### config.mk
export PLATFORM = sky130hd
export DESIGN_NAME = byte_word_packer
export DESIGN_NICKNAME = d
export VERILOG_FILES = /design/src/rtl/byte_word_packer.sv
export SDC_FILE = /design/constraint.sdc
export NUM_CORES = 1
export LEC_CHECK = 0
export ABC_AREA = 0
export CORE_UTILIZATION = 40
export CTS_CLUSTER_SIZE = 12
export DETAILED_ROUTE_END_ITERATION = 6
export GPL_ROUTABILITY_DRIVEN = 0
export PLACE_DENSITY = 0.71
export REMOVE_ABC_BUFFERS = 1
export SLEW_MARGIN = 20
export SYNTH_ARGS = -nofsm -noshare
export SYNTH_HDL_FRONTEND = slang
export SYNTH_SLANG_ARGS = --single-unit
### constraint.sdc
create_clock -name clk -period 4.6 [get_ports clk]
set_clock_uncertainty 0.1 [all_clocks]
set_input_delay 0.46 -clock clk [delete_from_list [all_inputs] [get_ports clk]]
set_output_delay 0.46 -clock clk [all_outputs]
set_load 0.1 [all_outputs]
### src/rtl/byte_word_packer.sv
// byte_word_packer: assembles N_BYTES bytes into one registered word on a valid/ready port, with flush, idle timeout and byte count (clk, rst async active-low, in_data/in_valid/in_ready, flush, out_data/out_count/out_valid/out_ready)
module byte_word_packer #(
  parameter int N_BYTES = 8,
  parameter int BYTE_W = 8,
  parameter bit MSB_FIRST = 1'b0,
  parameter int TIMEOUT_CYC = 0,
  parameter int CNT_W = $clog2(N_BYTES + 1)
) (
  input  logic                      clk,
  input  logic                      rst,
  input  logic [BYTE_W-1:0]         in_data,
  input  logic                      in_valid,
  output logic                      in_ready,
  input  logic                      flush,
  output logic [N_BYTES*BYTE_W-1:0] out_data,
  output logic [CNT_W-1:0]          out_count,
  output logic                      out_valid,
  input  logic                      out_ready
);
  localparam int WW = N_BYTES * BYTE_W;
  localparam int IW = TIMEOUT_CYC > 0 ? $clog2(TIMEOUT_CYC + 1) : 1;
  localparam logic [CNT_W-1:0] LAST = CNT_W'(N_BYTES - 1);
  localparam logic [IW-1:0] T_MAX = IW'(TIMEOUT_CYC);
  localparam logic [IW-1:0] T_LAST = IW'(TIMEOUT_CYC > 0 ? TIMEOUT_CYC - 1 : 0);
  logic [CNT_W-1:0] count, lane;
  logic [WW-1:0] asm_reg, asm_next;
  logic [IW-1:0] idle_cnt, idle_next;
  logic flush_pend, flush_next, slot_free, accept, complete, load, idle;
  always_comb begin
    slot_free = !out_valid || out_ready;
    in_ready = slot_free || (count != LAST && !flush_pend);
    accept = in_valid && in_ready;
    complete = accept && count == LAST;
    load = complete || (flush_pend && slot_free);
    lane = MSB_FIRST ? LAST - count : count;
    asm_next = accept ? asm_reg | (WW'(in_data) << (lane * BYTE_W)) : asm_reg;
    idle = TIMEOUT_CYC > 0 && count != '0 && !accept;
    idle_next = idle ? idle_cnt + IW'(idle_cnt != T_MAX) : '0;
    flush_next = !load && (flush_pend || (flush && (count != '0 || accept)) || (idle && idle_cnt == T_LAST));
  end
  always_ff @(posedge clk or negedge rst) begin
    if (!rst) begin
      count <= '0;
      asm_reg <= '0;
      flush_pend <= 1'b0;
      idle_cnt <= '0;
      out_data <= '0;
      out_count <= '0;
      out_valid <= 1'b0;
    end else begin
      count <= load ? '0 : count + CNT_W'(accept);
      asm_reg <= load ? '0 : asm_next;
      flush_pend <= flush_next;
      idle_cnt <= idle_next;
      out_data <= load ? asm_next : out_data;
      out_count <= !load ? out_count : complete ? CNT_W'(N_BYTES) : count + CNT_W'(accept);
      out_valid <= load || (out_valid && !out_ready);
    end
  end
endmodule

==> results.toml <==
[worst_setup_path]
worst-setup-path-type = "reg2reg"
path_max_fanout = 49
worstPathCellList = "and4b_1 -> a21oi_4 -> or2_2 -> buf_4 -> o21ai_0"
required_ns = 4.77
worst_path_max_delay_cell = "or2_2"
worst-path-buf-inv = 1
cp-end-kind = "flip-flop"
cp_top_family = "simple AND/OR/NAND/NOR gates"
start_kind = "flip-flop"
critPathArrivalTime_ns = 2.99
cpPeakStageDelay_ns = 0.64

[yosys]
yosys_warnings = 0
synthCells = 484
postSynthAreaPerCell_um2 = 10.9
synthDistinctLibCells = 34
synth_seq_cells = 138
syn_area_um2 = 5260
yosysSeqAreaShare = 0.657

[route]
drtIter0Drc = 395
dr.pass1.iters = 5
drt_wl_total_um = 13100
vias = 4024
viasPerCell = 5.47
drc = 0
wl_per_cell_um = 17.8
ant_nets = 0

[global_route]
grt_remaining_overflow = 0
grt_pass1_vias = 3887
grt_usage = 0.207
grt_max_degree = 104
antenna_found_initial = 0
grt_pass1_wl_um = 20900

[sta]
slew_headroom = 0.329
drv_slew = 0
hold_violations = 0
tightest_slew_ns = 1.00
rsz0062_at_grt = "no"
max_freq_ghz = 0.354
hold-worst-slack_ns = 0.0559
post-route-min-period_ns = 2.82
fin_crit_sh = 0.614
setup_tns_ns = 0
setup_viol = 0

[cells_and_area]
multiInputGateArea_um2 = 1660
drive_above_1_share = 0.0870
fillers = 1151
nets = 565
final_area_um2 = 6760
antenna_cells = 0
syn_to_final_growth_pct = 28.7
layout_commonest_cell = "dfrtp_1"
regArea_um2 = 3450
final_cell_mix = "dfrtp_1, o21ai_0, clkdlybuf4s50_1, a21oi_1, nor2_1"

[min_path]
hold_path.class = "in2async"

[placement]
hpwl_um = 7850
placed_area_um2 = 6170
io_buffers = 82

[floorplanning]
num_io_pins = 83
dieArea_um2 = 13600
fp-row-count = 41
design.core.area_um2 = 12700
die_w_um = 117
initial_core_util = 0.413
dieHeight_um = 117

[clock_tree]
clk_pin_slew_ns = 0.06
holdBufCountCts = 0
ctsHtreeMaxLevel = 4
insertion_delay_ns = 0.41
cts-root-buf = "clkbuf_16"
cts_tree = "done"
cts_setup_buffers = 0
clockBufferDepth = 2
clock-sinks = 138
cts_made_buffers = 17
cts_resized = 0

[job]
cap_violations = 0

[run_status]
status = "complete, no violations"
==> worst paths after layout <==
path,cells past startpoint,slack [ns],endpoint,startpoint
hold reg to reg,2,0.37,asm_reg[40],asm_reg[40]
setup reg to reg,5,1.78,out_data[43],count[1]
min in group clk,2,0.37,asm_reg[40],asm_reg[40]
hold / removal,1,0.06,out_data[7],rst
max in group asynchronous,2,3.34,out_data[22],rst
setup / recovery,5,1.78,out_data[43],count[1]
==> synth_stat cells <==
| master | instances | share of area |
|---|---|---|
| nor3_2 | 6 | 0.011 |
| o21ai_0 | 82 | 0.078 |
| or3b_2 | 1 | 0.0017 |
| nand3b_1 | 1 | 0.0014 |
| nor2_1 | 60 | 0.043 |
| and2_1 | 11 | 0.013 |
| a311oi_1 | 1 | 0.0017 |
| nor2_4 | 2 | 0.0043 |
| and4b_1 | 1 | 0.0019 |
| a211o_1 | 1 | 0.0017 |
| xnor2_1 | 1 | 0.0017 |
| clkbuf_1 | 27 | 0.019 |
| or2_1 | 1 | 0.0012 |
| a22o_1 | 8 | 0.013 |
| buf_1 | 8 | 0.0057 |
| or3b_1 | 2 | 0.0033 |
| nand2b_1 | 2 | 0.0024 |
| nand3_1 | 3 | 0.0029 |
| buf_6 | 2 | 0.0043 |
| a21oi_1 | 60 | 0.057 |
| a221o_1 | 8 | 0.015 |
| o211ai_1 | 1 | 0.0014 |
| and3_1 | 1 | 0.0012 |
| o21ai_1 | 32 | 0.030 |
| buf_2 | 3 | 0.0029 |
| dfrtp_1 | 138 | 0.66 |
| nor2b_1 | 1 | 0.0012 |
| or2_2 | 1 | 0.0012 |
| and3b_1 | 1 | 0.0017 |
| or3_1 | 1 | 0.0012 |
| nand2_1 | 13 | 0.0093 |
| ha_1 | 2 | 0.0048 |
| a21oi_2 | 1 | 0.0017 |
| xor2_1 | 1 | 0.0017 |
==> kinds of logic after synthesis <==
logic type | after synthesis | synth area share
buf+inv | 40 | 0.0321
simple gates | 108 | 0.102
flops | 138 | 0.657
compound gates | 194 | 0.201
xor+xnor | 2 | 0.00333
fa+ha+maj | 2 | 0.00476
==> layer usage <==
| layer | share of wire | up-vias | wire length, um | global-route usage |
|---|---|---|---|---|
| li1 | - | 1817 | - | - |
| met1 | 0.44 | 2034 | 5760 | 0.292 |
| met2 | 0.48 | 155 | 6320 | 0.315 |
| met3 | 0.060 | 18 | 789 | 0.0560 |
| met4 | 0.015 | 0 | 194 | 0.0616 |
| met5 | 0 | - | 0 | 0 |
==> final cells by class <==
cell class | count | area share
repair buffers | 87 | 0.130
multi-input cells | 306 | 0.245
flip-flops and latches | 138 | 0.511
clock inverters | 7 | 0.00962
clock buffers | 25 | 0.0733
well taps | 172 | 0.0318
==> per-stage QoR <==
step | instances | setup WS, ns | utilization
floorplan | 444 | -1.38 | -
global placement | 702 | 1.45 | 0.485
detailed placement | 702 | 1.40 | 0.485
CTS | 734 | 1.81 | 0.529
global route | 735 | 1.60 | 0.532
finish | 735 | 1.78 | 0.532
Power is left out: the tool's default activity adds up to more than one toggle a clock period on the data nets, which glitch-free logic cannot reach.
